### src/rtl/sync_fifo_level_buffer_pkg.sv
// Shared types and helpers for the level-reporting sync FIFO.
// Read-mode enum and counter-width helper.
package sync_fifo_pkg;

  typedef enum logic {
    STANDARD = 1'b0,
    FWFT     = 1'b1
  } rd_mode_e;

  function automatic int cnt_width(input int depth);
    return $clog2(depth + 1);
  endfunction

endpackage

### src/rtl/sync_fifo_level_buffer_if.sv
// Producer/consumer bundle for the sync FIFO.
// master drives requests; slave is the FIFO.
interface sync_fifo_level_buffer_if #(
  parameter int DATA_WIDTH = 32,
  parameter int DEPTH      = 32
);
  import sync_fifo_pkg::*;

  localparam int CW = cnt_width(DEPTH);

  logic                  flush_i;
  logic                  write_i;
  logic [DATA_WIDTH-1:0] wr_data_i;
  logic                  read_i;
  logic [DATA_WIDTH-1:0] rd_data_o;
  logic                  rd_valid_o;
  logic                  full_o;
  logic                  empty_o;
  logic                  almost_full_o;
  logic                  almost_empty_o;
  logic [CW-1:0]         count_o;
  logic                  overflow_o;
  logic                  underflow_o;

  modport master (
    output flush_i, write_i, wr_data_i, read_i,
    input  rd_data_o, rd_valid_o, full_o, empty_o,
    input  almost_full_o, almost_empty_o, count_o,
    input  overflow_o, underflow_o
  );

  modport slave (
    input  flush_i, write_i, wr_data_i, read_i,
    output rd_data_o, rd_valid_o, full_o, empty_o,
    output almost_full_o, almost_empty_o, count_o,
    output overflow_o, underflow_o
  );

endinterface

### src/rtl/sync_fifo_level_buffer_ram.sv
// DEPTH x DATA_WIDTH storage, one write and one read port.
// Read port is combinational or registered (REG_RD).
module sync_fifo_ram #(
  parameter int DATA_WIDTH = 32,
  parameter int DEPTH      = 32,
  parameter int AW         = 5,
  parameter bit REG_RD     = 1'b0
) (
  input  logic                  clk_i,
  input  logic                  clr_i,
  input  logic                  we_i,
  input  logic [AW-1:0]         waddr_i,
  input  logic [DATA_WIDTH-1:0] wdata_i,
  input  logic                  re_i,
  input  logic [AW-1:0]         raddr_i,
  output logic [DATA_WIDTH-1:0] rdata_o
);

  logic [DATA_WIDTH-1:0] mem_q [DEPTH];

  // Storage write; contents survive reset and flush.
  always_ff @(posedge clk_i) begin
    if (we_i) mem_q[waddr_i] <= wdata_i;
  end

  if (REG_RD) begin : g_reg
    logic [DATA_WIDTH-1:0] rdata_q;

    // Registered read; holds until the next pop, clears with FIFO state.
    always_ff @(posedge clk_i) begin
      if (clr_i)     rdata_q <= '0;
      else if (re_i) rdata_q <= mem_q[raddr_i];
    end

    assign rdata_o = rdata_q;
  end else begin : g_comb
    logic unused_rd;
    assign unused_rd = clr_i ^ re_i;
    assign rdata_o   = mem_q[raddr_i];
  end

endmodule

### src/rtl/sync_fifo_level_buffer.sv
// Synchronous FIFO with fill level, thresholds, flush and read mode.
// Optional sticky error flags: SYNC_FIFO_ERR_FLAGS_EN.
module sync_fifo_level_buffer #(
  parameter int DATA_WIDTH = 32,
  parameter int DEPTH      = 32,
  parameter int FWFT       = 1,
  parameter int AF_LEVEL   = 28,
  parameter int AE_LEVEL   = 4
) (
  input  logic clk_i,
  input  logic rst_i,
  sync_fifo_level_buffer_if.slave bus
);
  import sync_fifo_pkg::*;

  localparam int AW = (DEPTH > 1) ? $clog2(DEPTH) : 1;
  localparam int CW = cnt_width(DEPTH);
  localparam rd_mode_e MODE =
    (FWFT != 0) ? sync_fifo_pkg::FWFT : STANDARD;

  logic [AW-1:0] wptr_q, wptr_d;
  logic [AW-1:0] rptr_q, rptr_d;
  logic [CW-1:0] count_q, count_d;
  logic          full_q, empty_q;
  logic          afull_q, aempty_q;
  logic          rd_en, wr_en, clr;
  logic [DATA_WIDTH-1:0] ram_rdata;

  function automatic logic [AW-1:0] ptr_inc(
    input logic [AW-1:0] p
  );
    if (p == AW'(DEPTH - 1)) return '0;
    return p + 1'b1;
  endfunction

  assign clr   = rst_i | bus.flush_i;
  assign rd_en = bus.read_i & ~empty_q;
  assign wr_en = bus.write_i & (~full_q | rd_en);

  // Next pointers and occupancy.
  always_comb begin
    wptr_d  = wptr_q;
    rptr_d  = rptr_q;
    count_d = count_q;
    if (wr_en) wptr_d = ptr_inc(wptr_q);
    if (rd_en) rptr_d = ptr_inc(rptr_q);
    unique case ({wr_en, rd_en})
      2'b10:   count_d = count_q + 1'b1;
      2'b01:   count_d = count_q - 1'b1;
      default: count_d = count_q;
    endcase
  end

  // Pointer, counter and status registers.
  always_ff @(posedge clk_i) begin
    if (clr) begin
      wptr_q   <= '0;
      rptr_q   <= '0;
      count_q  <= '0;
      full_q   <= 1'b0;
      empty_q  <= 1'b1;
      afull_q  <= 1'b0;
      aempty_q <= 1'b1;
    end else begin
      wptr_q   <= wptr_d;
      rptr_q   <= rptr_d;
      count_q  <= count_d;
      full_q   <= (count_d == CW'(DEPTH));
      empty_q  <= (count_d == '0);
      afull_q  <= (count_d >= CW'(AF_LEVEL));
      aempty_q <= (count_d <= CW'(AE_LEVEL));
    end
  end

  sync_fifo_ram #(
    .DATA_WIDTH (DATA_WIDTH),
    .DEPTH      (DEPTH),
    .AW         (AW),
    .REG_RD     (MODE == STANDARD)
  ) u_ram (
    .clk_i   (clk_i),
    .clr_i   (clr),
    .we_i    (wr_en & ~clr),
    .waddr_i (wptr_q),
    .wdata_i (bus.wr_data_i),
    .re_i    (rd_en & ~clr),
    .raddr_i (rptr_q),
    .rdata_o (ram_rdata)
  );

  if (MODE == STANDARD) begin : g_std
    logic rvalid_q;

    // One-cycle valid strobe following each pop.
    always_ff @(posedge clk_i) begin
      if (clr) rvalid_q <= 1'b0;
      else     rvalid_q <= rd_en;
    end

    assign bus.rd_valid_o = rvalid_q;
    assign bus.rd_data_o  = ram_rdata;
  end else begin : g_fwft
    assign bus.rd_valid_o = ~empty_q;
    assign bus.rd_data_o  = empty_q ? '0 : ram_rdata;
  end

`ifdef SYNC_FIFO_ERR_FLAGS_EN
  logic ovf_q, unf_q;

  // Sticky error flags; only reset or flush clear them.
  always_ff @(posedge clk_i) begin
    if (clr) begin
      ovf_q <= 1'b0;
      unf_q <= 1'b0;
    end else begin
      if (bus.write_i & ~wr_en)  ovf_q <= 1'b1;
      if (bus.read_i  & empty_q) unf_q <= 1'b1;
    end
  end

  assign bus.overflow_o  = ovf_q;
  assign bus.underflow_o = unf_q;
`else
  assign bus.overflow_o  = 1'b0;
  assign bus.underflow_o = 1'b0;
`endif

  assign bus.count_o        = count_q;
  assign bus.full_o         = full_q;
  assign bus.empty_o        = empty_q;
  assign bus.almost_full_o  = afull_q;
  assign bus.almost_empty_o = aempty_q;

endmodule

### src/flat_wrapper.sv
// flat-port wrapper written by rule: the top's interface ports become plain ports
module sync_fifo_level_buffer_flat import sync_fifo_pkg::*;
#(
  parameter int DATA_WIDTH = 32,
  parameter int DEPTH      = 32,
  parameter int FWFT       = 1,
  parameter int AF_LEVEL   = 28,
  parameter int AE_LEVEL   = 4
)
  (clk_i, rst_i, bus_flush_i, bus_write_i, bus_wr_data_i, bus_read_i, bus_rd_data_o, bus_rd_valid_o, bus_full_o, bus_empty_o, bus_almost_full_o, bus_almost_empty_o, bus_count_o, bus_overflow_o, bus_underflow_o);
  sync_fifo_level_buffer_if #(.DATA_WIDTH(DATA_WIDTH), .DEPTH(DEPTH)) bus_i ();
  input  logic clk_i;
  input  logic rst_i;
  input wire logic [$bits(bus_i.flush_i)-1:0] bus_flush_i;
  input wire logic [$bits(bus_i.write_i)-1:0] bus_write_i;
  input wire logic [$bits(bus_i.wr_data_i)-1:0] bus_wr_data_i;
  input wire logic [$bits(bus_i.read_i)-1:0] bus_read_i;
  output wire logic [$bits(bus_i.rd_data_o)-1:0] bus_rd_data_o;
  output wire logic [$bits(bus_i.rd_valid_o)-1:0] bus_rd_valid_o;
  output wire logic [$bits(bus_i.full_o)-1:0] bus_full_o;
  output wire logic [$bits(bus_i.empty_o)-1:0] bus_empty_o;
  output wire logic [$bits(bus_i.almost_full_o)-1:0] bus_almost_full_o;
  output wire logic [$bits(bus_i.almost_empty_o)-1:0] bus_almost_empty_o;
  output wire logic [$bits(bus_i.count_o)-1:0] bus_count_o;
  output wire logic [$bits(bus_i.overflow_o)-1:0] bus_overflow_o;
  output wire logic [$bits(bus_i.underflow_o)-1:0] bus_underflow_o;
  assign bus_i.flush_i = bus_flush_i;
  assign bus_i.write_i = bus_write_i;
  assign bus_i.wr_data_i = bus_wr_data_i;
  assign bus_i.read_i = bus_read_i;
  assign bus_rd_data_o = bus_i.rd_data_o;
  assign bus_rd_valid_o = bus_i.rd_valid_o;
  assign bus_full_o = bus_i.full_o;
  assign bus_empty_o = bus_i.empty_o;
  assign bus_almost_full_o = bus_i.almost_full_o;
  assign bus_almost_empty_o = bus_i.almost_empty_o;
  assign bus_count_o = bus_i.count_o;
  assign bus_overflow_o = bus_i.overflow_o;
  assign bus_underflow_o = bus_i.underflow_o;
  sync_fifo_level_buffer #(.DATA_WIDTH(DATA_WIDTH), .DEPTH(DEPTH), .FWFT(FWFT), .AF_LEVEL(AF_LEVEL), .AE_LEVEL(AE_LEVEL)) u_core (.clk_i(clk_i), .rst_i(rst_i), .bus(bus_i));
endmodule
### config.mk
export PLATFORM = sky130hd
export DESIGN_NAME = sync_fifo_level_buffer_flat
export DESIGN_NICKNAME = d
export VERILOG_FILES = /design/src/rtl/sync_fifo_level_buffer_pkg.sv /design/src/rtl/sync_fifo_level_buffer_if.sv /design/src/rtl/sync_fifo_level_buffer_ram.sv /design/src/rtl/sync_fifo_level_buffer.sv /design/src/flat_wrapper.sv
export SDC_FILE = /design/constraint.sdc
export NUM_CORES = 1
export LEC_CHECK = 0
export CORE_MARGIN = 10
export CORE_UTILIZATION = 45
export CTS_BUF_LIST = sky130_fd_sc_hd__clkbuf_8
export DETAILED_ROUTE_END_ITERATION = 16
export GPL_TIMING_DRIVEN = 0
export SYNTH_ARGS = -nofsm -noshare
export SYNTH_HDL_FRONTEND = slang
export SYNTH_HIERARCHICAL = 1
export SYNTH_SLANG_ARGS = --single-unit
### constraint.sdc
create_clock -name clk_i -period 4.1 [get_ports clk_i]
set_input_delay 0.41 -clock clk_i [delete_from_list [all_inputs] [get_ports clk_i]]
set_output_delay 0.41 -clock clk_i [all_outputs]
set_load 0.05 [all_outputs]
[After elaboration in Yosys (flattened, before gate mapping)]
Memories as Yosys holds them, arrays and structs flattened. A register that Yosys moved wholly into a read port is not among the register bits.
Index checks and enable logic that the tools add are counted.
Word-level totals
  flip-flop bits (word level): 20
  memory bits (writable): 1024
  output and inout port bits: 45
  memories kept: 1
Cells by class
  add/subtract/negate cells: 4
  magnitude comparators: 2
  eq/ne operators: 5
  mux-type cells: 14
  bitwise logic cells: 8
  reductions and logical operators: 1
Memory list
  u_core.u_ram.mem_q: words 32, bits a word 32, read ports 1, clocked after memory_dff 1, wr ports 1, line sync_fifo_level_buffer_ram.sv:19  | logic [DATA_WIDTH-1:0] mem_q [DEPTH];
Operator list (number)
  two-way mux 32 bit: 1
  two-way mux 5 bit: 6
  one-hot mux 6 bit (2 select lines): 1
  adder 5 x 1 -> 5 bit, second input constant: 2
  == test 5 bit, second input constant: 2
  adder 6 x 1 -> 6 bit, second input constant: 1
  == test 6 bit, second input constant: 1
  greater-or-equal comparator 6 x 5 -> 1 bit, second input constant: 1
  <= comparator 6 x 3 -> 1 bit, second input constant: 1
  logical NOT 6 bit: 1
  two-way mux 1 bit: 6
  subtractor 6 x 1 -> 6 bit, second input constant: 1
  AND 1 bit: 3
  inverter 1 bit: 3
  == test 2 x 1 -> 1 bit, second input constant: 1
  == test 2 bit, second input constant: 1
  bitwise OR 1 bit: 2

[Logic depth before layout (Yosys ltp)]
Gate-level depths: netlist of run 1.
  depth after elaboration: 7
  depth in mapped cells: 13
  gate-level depth less buffers: 12

[Cells and area by module]
The synthesis of run 1 kept the hierarchy.
By module, submodules not included
  sync_fifo_ram: instances 1, cells each 2228, area an instance 39844.5 µm²
  sync_fifo_level_buffer: instances 1, cells each 196, area an instance 1522.7 µm²

[Worst setup path after synthesis of run 1]
OpenSTA, ideal clock, no wires.
  kind: reg2reg
  from: register u_core.empty_q, in the netlist u_core/bus.empty_o
  to: memory u_core.u_ram.mem_q[12][0] (enable)
  library setup time: 0.421 ns
  data arrival time: 3.248 ns
  required time: 3.679 ns
  slack: 0.431 ns
  stages on the path, launching flop included: 8
  buffers on the path: 1
  cell sequence: dfxtp_1 > nand2b_1 > nand2_1 > nand2_1 > nor2_1 > or3b_2 > clkbuf_1 > nor2_1
Between the ends
  word-level cells in the longest chain between the ends: 7
Ends and longest elaborated chain
  from (decl): line sync_fifo_level_buffer.sv:24  | logic full_q, empty_q;
  from (signal assigned): line sync_fifo_level_buffer.sv:69  | empty_q <= (count_d == '0);
  inverter 1 bit: line sync_fifo_level_buffer.sv:37  | assign rd_en = bus.read_i & ~empty_q;
  AND 1 bit: line sync_fifo_level_buffer.sv:37
  bitwise OR 1 bit: line sync_fifo_level_buffer.sv:38  | assign wr_en = bus.write_i & (~full_q | rd_en);
  AND 1 bit: line sync_fifo_level_buffer.sv:38
  AND 1 bit: line sync_fifo_level_buffer.sv:83  | .we_i (wr_en & ~clr),
  two-way mux 1 bit: line sync_fifo_level_buffer_ram.sv:23  | if (we_i) mem_q[waddr_i] <= wdata_i;
  two-way mux 1 bit (implied by the code): line sync_fifo_level_buffer_ram.sv:23
  to (decl): line sync_fifo_level_buffer_ram.sv:19
Every way passes these cells.

==> flow_metrics.env, run 1 <==
export IMPL_outcome="complete, no violations"
export IMPL_hold_viol=0
export IMPL_drt_wl_total_um=104000
export IMPL_slew_headroom_pct=10.6
export IMPL_viasPerCell=5.67
export IMPL_rr_endpoint="u_core/bus.almost_empty_o"
export IMPL_initial_utilization_pct=45.3
export IMPL_cts_htree_levels=4
export IMPL_critPathRequiredTime_ns=3.69
export IMPL_fmax_ghz=0.252
export IMPL_criticalPathCategory="flip-flop to output port"
export IMPL_post_route_drc_count=0
export IMPL_hpwl_um=68900
export IMPL_netlist_area_um2=41400
export IMPL_min_path_cells=1
export IMPL_r2r_start="u_core/bus.empty_o"
export IMPL_place_congestion=0.806
export IMPL_die_area_um2=104000
export IMPL_grt_first_pass_wirelength_um=152000
export IMPL_ys_warn_count=6
export IMPL_setup_viol=0
export IMPL_clock_sinks=1044
export IMPL_clkLatencyLatePin_ns=0.79
export IMPL_hold_path_class="input port to flip-flop"
export IMPL_cp_max_fo=10
export IMPL_fin_crit_sh_pct=97.0
export IMPL_postSynthCellCount=2423
export IMPL_wl_per_cell_um=25.9
export IMPL_grt_max_degree=33
export IMPL_grtUsageTotal_pct=19.8
export IMPL_power_density_nw_per_um2=425
export IMPL_syn2layout_area_growth_pct=15.7
export IMPL_rr_worst_depth=13
export IMPL_drtIter0Drc=2105
export IMPL_layout_nets=2748
export IMPL_hold_buffers=0
export IMPL_finalMaxSlewViolations=0
export IMPL_fp_dieW_um=323
export IMPL_placed_cells=3721
export IMPL_core_area_um2=91400
export IMPL_root_buffer="clkbuf_8"
export IMPL_rsz0062_at_grt="true"
export IMPL_firstDrtPassIters=5
export IMPL_num_fill_cells=7358
export IMPL_setup_slack_ns=0.125
export IMPL_arrival_ns=3.57
export IMPL_final_common_cell="edfxtp_1"
export IMPL_skew_ns=0.0245
export IMPL_drv_cap=0
export IMPL_syn_area_per_cell_um2=17.1
export IMPL_numCtsBuffers=167
export IMPL_start_kind="flip-flop"
export IMPL_num_rows=111
export IMPL_final_cells=4028
export IMPL_io_pins=82
export IMPL_dieHeight_um=323
export IMPL_period_minus_slack_ns=3.98
export IMPL_max_clock_path_buffers=3
export IMPL_cts_tree="built"
export IMPL_antenna_found_initial=2
export IMPL_postCtsSetupRepairBufs=0
export IMPL_crit_path_end_kind="output port"
export IMPL_preCtsSetupSlack_ns=0.0525
export IMPL_ant_nets=0
export IMPL_rrSetupSlack_ns=0.33
export IMPL_drive_above_1_share_pct=16.7
export IMPL_startpoint="u_core/rptr_q[0]"
export IMPL_clk_pin_slew_worst_paths_ns=0.06
export IMPL_grt_overflow=0
export IMPL_final_cell_mix="edfxtp_1, mux2i_1, clkbuf_8"
export IMPL_tightest_slew_ns=1.34
export IMPL_p_leak_nw=14.8
export IMPL_grt_pass1_vias=23300
export IMPL_port_buffers=79
export IMPL_peakVddDrop_mv=0.248
export IMPL_dr_total_vias=22800
export IMPL_endpoint="bus_rd_data_o[0]"
area by class of cell:
class                      count  area [µm²]  share of cell area [%]
buffer                       141         913                    1.91
inverter                      10        37.5                  0.0784
antenna                        4        10.0                  0.0209
multi-input combinational   1229        9850                    20.6
sequential                  1044       31200                    65.1
clock inverter               129         611                    1.28
timing repair buffer         111        1420                    2.96
tap                         1186        1480                    3.10
clock buffer                 174        2390                    5.00
worst max-delay path: stages (launching register included):
cell             delay (ns)
dfxtp_1                0.42
buf_4                  0.26
buf_6                  0.23
buf_6                  0.22
mux2i_1                0.10
a22o_1                 0.18
nor3_1                 0.39
a31oi_1                0.15
nand3_1                0.10
nor2b_2                0.29
clkdlybuf4s15_2        0.42
stage by stage:
step	utilization (%)	total power, mW	instance area, µm²	TNS [ns]	hold WS [ns]
after detailed placement	48.8	12.6	44600	0	0.552
after global routing	52.4	21.1	47900	-0.0279	0.186
final	52.4	20.3	47900	0	0.192
after CTS	52.4	20.6	47900	-0.128	0.194
after floorplan	-	12.3	41400	0	0.481
after global placement	47.8	12.6	43600	-1291.88	0.541
power breakdown:
group / internal (mW) / leakage [nW] / switching [mW]
combinational: 0.184 / 3.63 / 0.452
clock: 4.01 / 1.75 / 3.94
sequential: 11.7 / 9.37 / 0.0102
total: 15.9 / 14.8 / 4.40
routing by layer:
metal	vias up	global-route usage (%)	part of all wire, %
met2	846	33.2	49
met5	-	0	0.012
met3	186	4.10	7.2
li1	10200	-	-
met4	2	6.97	2.7
met1	11600	25.5	41
what timing repair did:
action | CTS | global route
resized for setup | 137 | 57
pin swaps | 0 | 1
endpoints found under the setup margin | 32 | 28
sequential cells by signal, summed over array words and instances, names as in the netlist:
signal	count
u_core/bus.almost_empty_o	1
u_core/bus.full_o	1
u_core/bus.empty_o	1
u_core/bus.almost_full_o	1
u_core/u_ram/mem_q	1024
u_core/bus.count_o	6
u_core/rptr_q	5
u_core/wptr_q	5
worst min path at each step:
stage	slack [ns]	end	startpoint
6_report	0.19	u_core/u_ram/mem_q[0][7]	bus_wr_data_i[7]
5_1_grt	0.19	u_core/u_ram/mem_q[0][7]	bus_wr_data_i[7]
4_1_cts	0.19	u_core/wptr_q[4]	bus_write_i
3_5_place_dp	0.55	u_core/rptr_q[3]	u_core/rptr_q[0]
3_3_place_gp	0.54	u_core/rptr_q[3]	u_core/rptr_q[0]
2_1_floorplan	0.48	u_core/rptr_q[4]	u_core/rptr_q[4]
(Power assumes the default switching activity.)
==> run 2, diff against run 1 <==
--- a/config.mk
+++ b/config.mk
@@ -5,6 +5,7 @@
 export SDC_FILE = /design/constraint.sdc
 export NUM_CORES = 1
 export LEC_CHECK = 0
+export CAP_MARGIN = 10
 export CORE_MARGIN = 10
 export CORE_UTILIZATION = 45
 export CTS_BUF_LIST = sky130_fd_sc_hd__clkbuf_8
==> flow_metrics.env, run 2 (synthesis results as in run 1) <==
export IMPL_slowest_delay_ns=0.43
export IMPL_syn2layout_area_growth_pct=16.7
export IMPL_drive_above_1_share_pct=17.1
export IMPL_final_common_cell="edfxtp_1"
export IMPL_grt_overflow=0
export IMPL_crit_path_frequent_cell="buf_4"
export IMPL_rsz0062_at_grt="true"
export IMPL_hold_buffers=0
export IMPL_finalMaxSlewViolations=0
export IMPL_slowest_stage="dfxtp_1"
export IMPL_place_congestion=0.806
export IMPL_multi_input_comb_area_um2=9890
export IMPL_outcome="complete, no violations"
export IMPL_drt_wl_total_um=104000
export IMPL_crit_path_end_kind="output port"
export IMPL_grt_first_pass_wirelength_um=152000
export IMPL_final_area_um2=48300
export IMPL_slew_headroom_pct=19.1
export IMPL_dieHeight_um=323
export IMPL_whs_ns=0.202
export IMPL_crit_chain="buf_4 > buf_4 > buf_4 > mux2i_1 > a22oi_1 > a31oi_4 > nand3_1 > nor2b_1 > dlygate4sd2_1"
export IMPL_layout_nets=2767
export IMPL_r2r_start="u_core/bus.empty_o"
export IMPL_core_area_um2=91400
export IMPL_fmax_ghz=0.246
export IMPL_hp_start="bus_wr_data_i[7]"
export IMPL_fp_dieW_um=323
export IMPL_critPathRequiredTime_ns=3.69
export IMPL_wl_per_cell_um=25.8
export IMPL_drtIter0Drc=2034
export IMPL_min_path_cells=1
export IMPL_seq_area_um2=31200
export IMPL_rr_endpoint="u_core/bus.almost_empty_o"
export IMPL_clk_pin_slew_worst_paths_ns=0.07
export IMPL_grt_pass1_vias=23400
export IMPL_firstDrtPassIters=5
export IMPL_num_rows=111
export IMPL_hpwl_um=69200
export IMPL_rr_worst_depth=13
export IMPL_largest_register_ffs=1024
export IMPL_num_fill_cells=7280
export IMPL_start_kind="flip-flop"
export IMPL_numCtsBuffers=168
export IMPL_io_pins=82
export IMPL_setup_viol=0
export IMPL_period_minus_slack_ns=4.07
export IMPL_max_clock_path_buffers=3
export IMPL_p_leak_nw=14.9
export IMPL_ant_nets=0
export IMPL_drv_cap=0
export IMPL_initial_utilization_pct=45.3
export IMPL_final_util_pct=52.8
export IMPL_grt_max_degree=33
export IMPL_viasPerCell=5.65
export IMPL_port_buffers=79
export IMPL_antenna_found_initial=4
export IMPL_root_buffer="clkbuf_8"
export IMPL_grtUsageTotal_pct=19.8
export IMPL_cp_max_fo=10
export IMPL_cts_tree="built"
export IMPL_hold_viol=0
export IMPL_criticalPathCategory="flip-flop to output port"
export IMPL_post_route_drc_count=0
export IMPL_clkLatencyLatePin_ns=0.79
export IMPL_postCtsSetupRepairBufs=0
export IMPL_holdPathEnd="u_core/u_ram/mem_q[23][7]"
export IMPL_cts_htree_levels=4
export IMPL_die_area_um2=104000
export IMPL_power_density_nw_per_um2=423
export IMPL_fin_crit_sh_pct=99.3
export IMPL_largest_register="u_core/u_ram/mem_q"
export IMPL_peakVddDrop_mv=0.226
export IMPL_p_total_mw=20.4
export IMPL_dr_total_vias=22800
export IMPL_tightest_slew_ns=1.21
export IMPL_hold_path_class="input port to flip-flop"
export IMPL_skew_ns=0.0248
export IMPL_rrSetupSlack_ns=0.31
export IMPL_placed_cell_area_um2=44700
export IMPL_arrival_ns=3.66
export IMPL_final_cell_mix="edfxtp_1, mux2i_1, clkbuf_8"
export IMPL_clock_sinks=1044
==> run 2: cell types whose count changed in the layout (fill, tap and decap cells not counted), sizes merged, moves of 2 or more <==
cell           before  now
buf               129  143
bufinv              1    4
clkbuf            243  238
clkdlybuf4s50      41   44
clkinv             58   52
clkinvlp            4    7
diode               4    2
inv                76   70
==> run 2: through the flow <==
step | setup WS (ns) | setup TNS [ns] | cells
after global routing | -0.106 | -0.109 | 4034
after detailed placement | 0.0497 | 0 | 3725
after floorplan | 0.431 | 0 | 2424
final | 0.0297 | 0 | 4035
after CTS | -0.0692 | -0.116 | 4019
after global placement | -1.67 | -1291.88 | 3689
==> run 2: per-layer routing <==
metal  GRT usage, %  part of all wire [%]
met1           25.1                    40
met2           33.6                    50
met3           4.50                   7.3
met4           6.28                   2.4
met5              0                 0.020
==> run 2: worst max path at each step <==
stage	startpoint	to	slack, ns	cells past startpoint
floorplan	u_core/bus.empty_o	u_core/u_ram/mem_q[12][0]	0.43	7
global placement	bus_flush_i	u_core/u_ram/mem_q[20][16]	-1.67	8
detailed placement	bus_flush_i	u_core/u_ram/mem_q[8][20]	0.05	9
CTS	u_core/rptr_q[0]	bus_rd_data_o[10]	-0.07	9
global route	u_core/rptr_q[0]	bus_rd_data_o[10]	-0.11	9
finish	u_core/rptr_q[0]	bus_rd_data_o[10]	0.03	9
==> run 2: worst max-delay path, delay by kind of cell (launching register included) <==
family                 cells  cell delay [ns]
buffers and inverters      4             1.34
and+or+nand+nor            2             0.32
muxes                      1             0.26
AOI/OAI and AO/OA          2             0.49
DFF                        1             0.43
==> run 2: where the power goes <==
part	leakage (nW)	switching [mW]	internal (mW)
clock	1.72	3.88	4.11
sequential	9.37	0.0103	11.7
combinational	3.83	0.463	0.222
==> run 2: what timing repair did <==
item,CTS,global route
pin swaps,0,1
gates cloned,0,0
setup endpoints to repair,32,27
resized for setup,140,66
==> run 2: cell type report <==
cell class                      count  area share (%)
Antenna cell                        2          0.0104
Buffer                            141            1.89
Clock buffer                      171            4.87
Clock inverter                    123            1.30
Inverter                           10          0.0777
Multi-Input combinational cell   1229            20.5
Sequential cell                  1044            64.5
Tap cell                         1186            3.07
Timing Repair Buffer              129            3.77
